--- config.mk ---
export PLATFORM = sky130hd
export DESIGN_NAME = rx_frame_sync
export DESIGN_NICKNAME = d
export VERILOG_FILES = /design/src/rtl/rifl_rx_pkg.sv /design/src/rtl/rx_slip_phase_ctr.sv /design/src/rtl/rx_frame_sync.sv
export SDC_FILE = /design/constraint.sdc
export NUM_CORES = 1
export LEC_CHECK = 0
export CAP_MARGIN = 10
export CORE_MARGIN = 3
export CORE_UTILIZATION = 23
export CTS_CLUSTER_SIZE = 28
export DETAILED_ROUTE_END_ITERATION = 8
export PLACE_DENSITY = 0.43
export SYNTH_ARGS = -nofsm -noshare
export SYNTH_HDL_FRONTEND = slang
export SYNTH_SLANG_ARGS = --single-unit
--- constraint.sdc ---
create_clock -name clk -period 2.1 [get_ports clk]
set_input_delay 0.21 -clock clk [delete_from_list [all_inputs] [get_ports clk]]
set_output_delay 0.21 -clock clk [all_outputs]
set_load 0.01 [all_outputs]
--- src/rtl/rifl_rx_pkg.sv ---
// Shared types and defaults for the RIFL receive-side frame alignment logic.
package rifl_rx_pkg;

  typedef enum logic [1:0] {
    HUNT   = 2'd0,
    VERIFY = 2'd1,
    LOCKED = 2'd2
  } sync_state_t;

  localparam int unsigned LOCK_GOOD_DEF    = 8;
  localparam int unsigned UNLOCK_BAD_DEF   = 4;
  localparam int unsigned BLANK_FRAMES_DEF = 2;

  // Width of a beat-phase index; at least one bit even for single-beat frames.
  function automatic int unsigned PHASE_W(input int unsigned ratio);
    return (ratio <= 1) ? 1 : $clog2(ratio);
  endfunction

endpackage

--- src/rtl/rx_slip_phase_ctr.sv ---
// Beat-phase counter with one-beat slip execution and start-of-frame generation.
module rx_slip_phase_ctr #(
  parameter int unsigned RATIO   = 4,
  parameter int unsigned PHASE_W = 2
) (
  input  logic               clk,
  input  logic               rst,
  input  logic               din_valid,
  input  logic               slip_req,
  output logic               slip_now_c,
  output logic               data_sof,
  output logic [PHASE_W-1:0] frame_phase
);

  logic slip_pending;

  // A pending slip consumes the next valid beat by holding the phase.
  assign slip_now_c = din_valid && slip_pending;
  assign data_sof   = din_valid && (frame_phase == '0) && !slip_pending;

  always_ff @(posedge clk) begin
    if (rst) begin
      frame_phase  <= '0;
      slip_pending <= 1'b0;
    end else begin
      // Requests arriving while one is pending merge into that single slip.
      if (slip_now_c) begin
        slip_pending <= 1'b0;
      end else if (slip_req) begin
        slip_pending <= 1'b1;
      end

      if (din_valid && !slip_pending) begin
        if ((RATIO <= 1) || (frame_phase == PHASE_W'(RATIO - 1))) begin
          frame_phase <= '0;
        end else begin
          frame_phase <= frame_phase + PHASE_W'(1);
        end
      end
    end
  end

endmodule

--- src/rtl/rx_frame_sync.sv ---
// Frame-alignment controller: hunts for, verifies and holds frame lock from
// per-frame CRC verdicts, slipping one beat whenever alignment is wrong.
module rx_frame_sync
  import rifl_rx_pkg::*;
#(
  parameter int unsigned RATIO        = 4,
  parameter int unsigned LOCK_GOOD    = LOCK_GOOD_DEF,
  parameter int unsigned UNLOCK_BAD   = UNLOCK_BAD_DEF,
  parameter int unsigned BLANK_FRAMES = BLANK_FRAMES_DEF,
  parameter int unsigned SLIP_CNT_W   = 16
) (
  input  logic                        clk,
  input  logic                        rst,
  input  logic                        din_valid,
  input  logic                        crc_valid,
  input  logic                        crc_good,
  output logic                        data_sof,
  output logic [PHASE_W(RATIO)-1:0]   frame_phase,
  output logic                        locked,
  output logic                        slip_pulse,
  output logic [SLIP_CNT_W-1:0]       slip_count,
  output logic                        crc_gate
);

  localparam int unsigned PW      = PHASE_W(RATIO);
  localparam int unsigned GOOD_W  = (LOCK_GOOD <= 1) ? 1 : $clog2(LOCK_GOOD + 1);
  localparam int unsigned BAD_W   = (UNLOCK_BAD <= 1) ? 1 : $clog2(UNLOCK_BAD + 1);
  localparam int unsigned BLANK_W = (BLANK_FRAMES <= 1) ? 1 : $clog2(BLANK_FRAMES + 1);
  localparam logic [BLANK_W-1:0] BLANK_LOAD = BLANK_W'(BLANK_FRAMES);

  sync_state_t        state, state_nxt;
  logic [GOOD_W-1:0]  good_cnt, good_nxt;
  logic [BAD_W-1:0]   bad_cnt, bad_nxt;
  logic [BLANK_W-1:0] blank_cnt, blank_nxt;
  logic               slip_req_c;
  logic               slip_now_c;
  logic               crc_eval_c;

  rx_slip_phase_ctr #(
    .RATIO   (RATIO),
    .PHASE_W (PW)
  ) u_phase (
    .clk         (clk),
    .rst         (rst),
    .din_valid   (din_valid),
    .slip_req    (slip_req_c),
    .slip_now_c  (slip_now_c),
    .data_sof    (data_sof),
    .frame_phase (frame_phase)
  );

  assign crc_gate = crc_valid && crc_good && locked;

  // Verdicts for frames already in the CRC pipeline at slip time are discarded;
  // one arriving on the slip beat itself is charged to the new window.
  always_comb begin
    blank_nxt  = blank_cnt;
    crc_eval_c = crc_valid && (blank_cnt == '0) && !(slip_now_c && (BLANK_FRAMES != 0));
    if (slip_now_c) begin
      if (crc_valid && (BLANK_FRAMES != 0)) begin
        blank_nxt = BLANK_LOAD - BLANK_W'(1);
      end else begin
        blank_nxt = BLANK_LOAD;
      end
    end else if (crc_valid && (blank_cnt != '0)) begin
      blank_nxt = blank_cnt - BLANK_W'(1);
    end
  end

  // Lock FSM: next state, counter updates and slip requests.
  always_comb begin
    state_nxt  = state;
    good_nxt   = good_cnt;
    bad_nxt    = bad_cnt;
    slip_req_c = 1'b0;
    if (crc_eval_c) begin
      unique case (state)
        HUNT: begin
          if (crc_good) begin
            if (LOCK_GOOD <= 1) begin
              state_nxt = LOCKED;
            end else begin
              state_nxt = VERIFY;
              good_nxt  = GOOD_W'(1);
            end
          end else begin
            slip_req_c = 1'b1;
          end
        end
        VERIFY: begin
          if (crc_good) begin
            if (good_cnt == GOOD_W'(LOCK_GOOD - 1)) begin
              state_nxt = LOCKED;
              good_nxt  = '0;
            end else begin
              good_nxt = good_cnt + GOOD_W'(1);
            end
          end else begin
            state_nxt  = HUNT;
            good_nxt   = '0;
            slip_req_c = 1'b1;
          end
        end
        LOCKED: begin
          if (crc_good) begin
            bad_nxt = '0;
          end else if (bad_cnt == BAD_W'(UNLOCK_BAD - 1)) begin
            state_nxt  = HUNT;
            bad_nxt    = '0;
            slip_req_c = 1'b1;
          end else begin
            bad_nxt = bad_cnt + BAD_W'(1);
          end
        end
        default: begin
          state_nxt = HUNT;
          good_nxt  = '0;
          bad_nxt   = '0;
        end
      endcase
    end
  end

  always_ff @(posedge clk) begin
    if (rst) begin
      state      <= HUNT;
      good_cnt   <= '0;
      bad_cnt    <= '0;
      blank_cnt  <= '0;
      locked     <= 1'b0;
      slip_pulse <= 1'b0;
      slip_count <= '0;
    end else begin
      state      <= state_nxt;
      good_cnt   <= good_nxt;
      bad_cnt    <= bad_nxt;
      blank_cnt  <= blank_nxt;
      locked     <= (state_nxt == LOCKED);
      slip_pulse <= slip_now_c;
      if (slip_now_c && (slip_count != '1)) begin
        slip_count <= slip_count + SLIP_CNT_W'(1);
      end
    end
  end

endmodule

# Yosys cells after proc, flatten, opt, wreduce, memory -nomap -nowiden
# Index checks and enable logic that the tools add are counted.
[op_classes]
n_addsub = 5
eq_ne = 8
muxes = 23
bitwise_logic = 2
n_reduce_logical = 21
[ops]
columns = ["operator", "n"]
rows = [
  ["2-bit two-way mux", 10],
  ["16-bit by 1-bit adder with 16-bit output, second input constant", 1],
  ["16-bit inequality test, second input constant", 1],
  ["4-bit two-way mux", 3],
  ["4-bit case mux with 3 select lines", 1],
  ["1-bit logical AND", 10],
  ["2-bit equality test, second input constant", 3],
  ["2-bit logical NOT", 3],
  ["3-bit two-way mux", 2],
  ["2-bit case mux with 3 select lines", 1],
  ["3-bit case mux with 2 select lines", 1],
  ["4-bit by 1-bit adder with 4-bit output, second input constant", 1],
  ["4-bit by 3-bit equality test with 1-bit output, second input constant", 1],
  ["1-bit two-way mux", 4],
  ["2-bit nonzero test", 2],
  ["2-bit OR reduction", 2],
  ["3-bit by 1-bit adder with 3-bit output, second input constant", 1],
  ["3-bit by 2-bit equality test with 1-bit output, second input constant", 1],
  ["3-bit AND reduction", 1],
  ["2-bit by 1-bit adder with 2-bit output, second input constant", 1],
  ["2-bit by 1-bit equality test with 1-bit output, second input constant", 1],
  ["1-bit logical NOT", 2],
  ["2-bit inequality test, second input constant", 1],
  ["1-bit inverter", 2],
  ["3 further kinds", 3],
]
[word_totals]
register_bits = 32
inputBits = 5
output_inout_bits = 22
elab_cells = 68

# Longest topological paths before layout
[logic_depth]
depth_word = 6
mapped_depth = 6
depth_no_buf = 6

# Hierarchy
# A second synthesis with hierarchy kept.
[unflattened]
hier_cells = 197
area_unflattened_um2 = 1659.1
[modules_own_cells]
columns = ["module", "instances", "cells_per_inst", "area_each_um2", "seq_area_each_um2"]
rows = [
  ["rx_frame_sync", 1, 180, 1496.4, 580.6],
  ["rx_slip_phase_ctr", 1, 17, 162.7, 60.1],
]

# Worst setup path after synthesis
# No wires, ideal clock.
[synth_path]
path_kind = "register -> register"
start = "register slip_count[0]"
end = "register slip_count[8]"
setup_time_ns = 0.070
arrival_ns = 1.807
required_ns = 2.030
slack_ns = 0.222
stages_incl_launch_ff = 6
n_path_buf = 0
period_less_slack_ns = 1.878
path_cell_list = "dfxtp_1 -> ha_1 -> nand3_2 -> or3_4 -> or4_1 -> a21oi_1"
[synth_between]
elab_chain_len = 2
elab_cells_between_ends = 3
cone_classes = "1 x add/sub; 1 x eq/ne; 1 x reduce/logical"
[synth_rtl]
columns = ["element", "line", "rtl"]
rows = [
  ["start: declaration", "rx_frame_sync.sv:21", "output logic [SLIP_CNT_W-1:0] slip_count,"],
  ["start signal: assignment", "rx_frame_sync.sv:141", "slip_count <= slip_count + SLIP_CNT_W'(1);"],
  ["parallel branches: the longest is 2 deep, another holds 16-bit by 1-bit adder with 16-bit output", "n/a", ""],
]
# Parallel ways; which one is timed is not known.
# A chain may end at the register's enable or synchronous reset.

# Worst setup path in the final report
[layout_path]
start = "register slip_count[1]"
end = "register slip_count[8]"
# Same word-level chain as after synthesis.

==> flow_summary_export.csv <==
group,metric,value,unit
outcome,outcome,"completed",
synthesis,ys.flop_type,"dfxtp_1",
power,swShare,25.6,%
placed_design,preCtsSetupSlack,0.161,ns
synthesis,ys_types,51,
global_route,gr-total-overflow,0,
clock_tree,cts_setup_buffers,0,
timing,slew_headroom,63.9,%
clock_tree,path_clk_slew,0.07,ns
synthesis,synth_top_family_by_area,"simple AND/OR/NAND/NOR gates",
setup_path,end_kind,"flop",
floorplan,dieArea,0.00830,sq mm
timing,hold_viol,0,
floorplan,rows,30,
setup_path,crit_path_max_fanout,6,
power,combPwrFrac,11.5,%
placed_design,place_area,0.00210,sq mm
timing,rsz0062_at_grt,"false",
cells_and_area,final_common_cell,"dfxtp_1",
global_route,grt.total_usage,10.5,%
flow_run,cap_violations,0,
synthesis,synth_edf_count,0,
clock_tree,root_buffer,"clkbuf_8",
placed_design,hpwl,2.98,mm
power,power_frac_seq,45.2,%
cells_and_area,layout-drive-gt1-share,13.5,%
clock_tree,cts.sinks,32,
setup_path,critPathLaunchType,"flop",
synthesis,ys_top_cells_by_area,"dfxtp_1, a21oi_1, ha_1, o21ai_0, nor2_1",
timing,final.setup.tns,0,ns
setup_path,r2r.worst_path.cells,5,
drt,drt-pass1-iter-count,6,
placed_design,portBuffers,26,
timing,period_needed,1.96,ns
cells_and_area,n_antenna_cell,0,
synthesis,synth-simple-area-share,30.6,%
synthesis,synth_compound_area_share,19.6,%
synthesis,synth_top_area_share,38.5,%
synthesis,synth.net_count,203,
clock_tree,hold_buffers,0,
global_route,grt_pass1_wl,7.01,mm
clock_tree,cts_resized,0,
cells_and_area,utilization,32.1,%
synthesis,avgSynthCellArea,8.67,sq um
floorplan,die_w,91.1,um
timing,fin_skew,0.00384,ns
synthesis,synthMuxAreaShare,3.16,%
timing,setup_viol,0,
clock_tree,cts_buffers,5,
timing,timing.hold.ws,0.463,ns
timing,min_period_over_period,93.2,%
global_route,antenna_found_initial,0,
drt,ant_nets,0,
setup_path,cp.arrival,2.18,ns
setup_path,cp.required,2.33,ns
synthesis,yosys.area_share.adder,4.51,%
synthesis,synth_seq_cells,32,
power,p_sw,0.361,mW
cells_and_area,fin_cells,326,
floorplan,start_util,24.1,%
drt,drtIter0Drc,50,
timing,max_freq,511,MHz
drt,wirelength,4.09,mm
floorplan,core_area,0.00691,sq mm
cells_and_area,fin_area,0.00221,sq mm
clock_tree,clock_latency,0.29,ns
timing,tightestPinTransition,0.536,ns
min_path,hp-class,"reg2reg",
setup_path,crit_type,"reg2reg",
power,clkPwrFrac,43.2,%
drt,viasPerCell,4.67,
power,p_leak,0.756,nW
power,intPower,1.05,mW
floorplan,die_h,91.1,um
synthesis,syn-cell-area,0.00167,sq mm
synthesis,yosys_warnings,0,
floorplan,io_pins,27,
global_route,grt_max_degree,33,
cells_and_area,final_cell_mix,"dfxtp_1, clkdlybuf4s50_1, a21oi_1, nor2_1, o21ai_0",
clock_tree,cts_tree,"yes",
synthesis,synth_xor_area_share,0.526,%
drt,num_vias,1521,
timing,maxSlewViolCount,0,
drt,drcViolationCount,0,
global_route,grt_pass1_vias,1474,
cells_and_area,area_growth,33.0,%
power,total_power,1.41,mW
clock_tree,cts_max_path_buffers,2,
clock_tree,htreeDepth,2,
timing,layout_setup_ws,0.144,ns
synthesis,async_flop_share,0,%
synthesis,ys_seq_area_share,38.5,%
min_path,hold_depth,2,
cells_and_area,fin_nets,240,
drt,routedWlPerCell,12.5,um
placed_design,gp_congestion,0.723,
power,ir_worst_vdd,0.228,mV
synthesis,synth_top_area_cell,"dfxtp_1",
placed_design,dp.cells,318,
synthesis,syn_inst,192,
power,p_per_area,637,mW/mm^2
[Yosys cell counts, types with 3 or more instances]
master,instances
nor2_1,16
dfxtp_1,32
or3_1,5
a211oi_1,3
o21ai_0,12
nand2b_1,6
a21oi_1,19
nand2_1,10
nor4_1,5
nor3_1,6
ha_1,6
clkbuf_1,4
nand4_1,6
nand3_1,5
inv_1,10
mux2i_1,3
[path summary, 6_finish.rpt]
check                                    end  slack, ns                        from
hold / removal       bad_cnt[1]$_SDFFE_PP0P_       0.46     bad_cnt[1]$_SDFFE_PP0P_
hold reg to reg      bad_cnt[1]$_SDFFE_PP0P_       0.46     bad_cnt[1]$_SDFFE_PP0P_
setup reg to reg  slip_count[8]$_SDFFE_PP0P_       0.14  slip_count[1]$_SDFFE_PP0P_
setup / recovery  slip_count[8]$_SDFFE_PP0P_       0.14  slip_count[1]$_SDFFE_PP0P_
[area by class of cell]
| type | count | area, sq um |
|---|---|---|
| multi-input combinational | 146 | 972 |
| timing repair buffer | 34 | 333 |
| tap | 96 | 120 |
| sequential | 32 | 641 |
| clock inverter | 3 | 42.5 |
| inverter | 10 | 37.5 |
| fill | 788 | 4690 |
| clock buffer | 5 | 68.8 |
[flip-flops by register name, summed over array words and instances, names as in the netlist]
name                  cells
blank_cnt                 2
good_cnt                  4
bad_cnt                   3
u_phase.frame_phase       2
slip_count               16
state                     2
slip_pulse                1
u_phase.slip_pending      1
locked                    1
[routing by layer]
metal	global-route usage, %	up-vias	wire [um]
met1	13.0	691	1980
met3	2.73	7	148
met2	16.7	26	1870
met4	5.65	0	95
met5	0	-	0
li1	-	797	-
[power groups by stage]
stage,registers (mW),clock network (mW),logic (mW)
2_1_floorplan,0.653,0,0.100
3_3_place_gp,0.654,0,0.165
3_5_place_dp,0.654,0,0.165
4_1_cts,0.639,0.629,0.165
5_1_grt,0.643,0.657,0.184
6_report,0.639,0.610,0.163
[cell families after synthesis]
kind of cell,count (synthesis)
XOR/XNOR,1
buffers and inverters,14
AND/OR/NAND/NOR,85
flip-flops,32
multiplexers,5
adder cells (fa/ha/maj),6
AO/OA/AOI/OAI,49
[critical path, cell delays in order, from the launching register on]
cell,delay (ns)
dfxtp_1,0.41
ha_1,0.26
nand3_2,0.16
or3_4,0.43
or4_1,0.48
a21oi_1,0.15
Power figures use the tool's default switching activity.
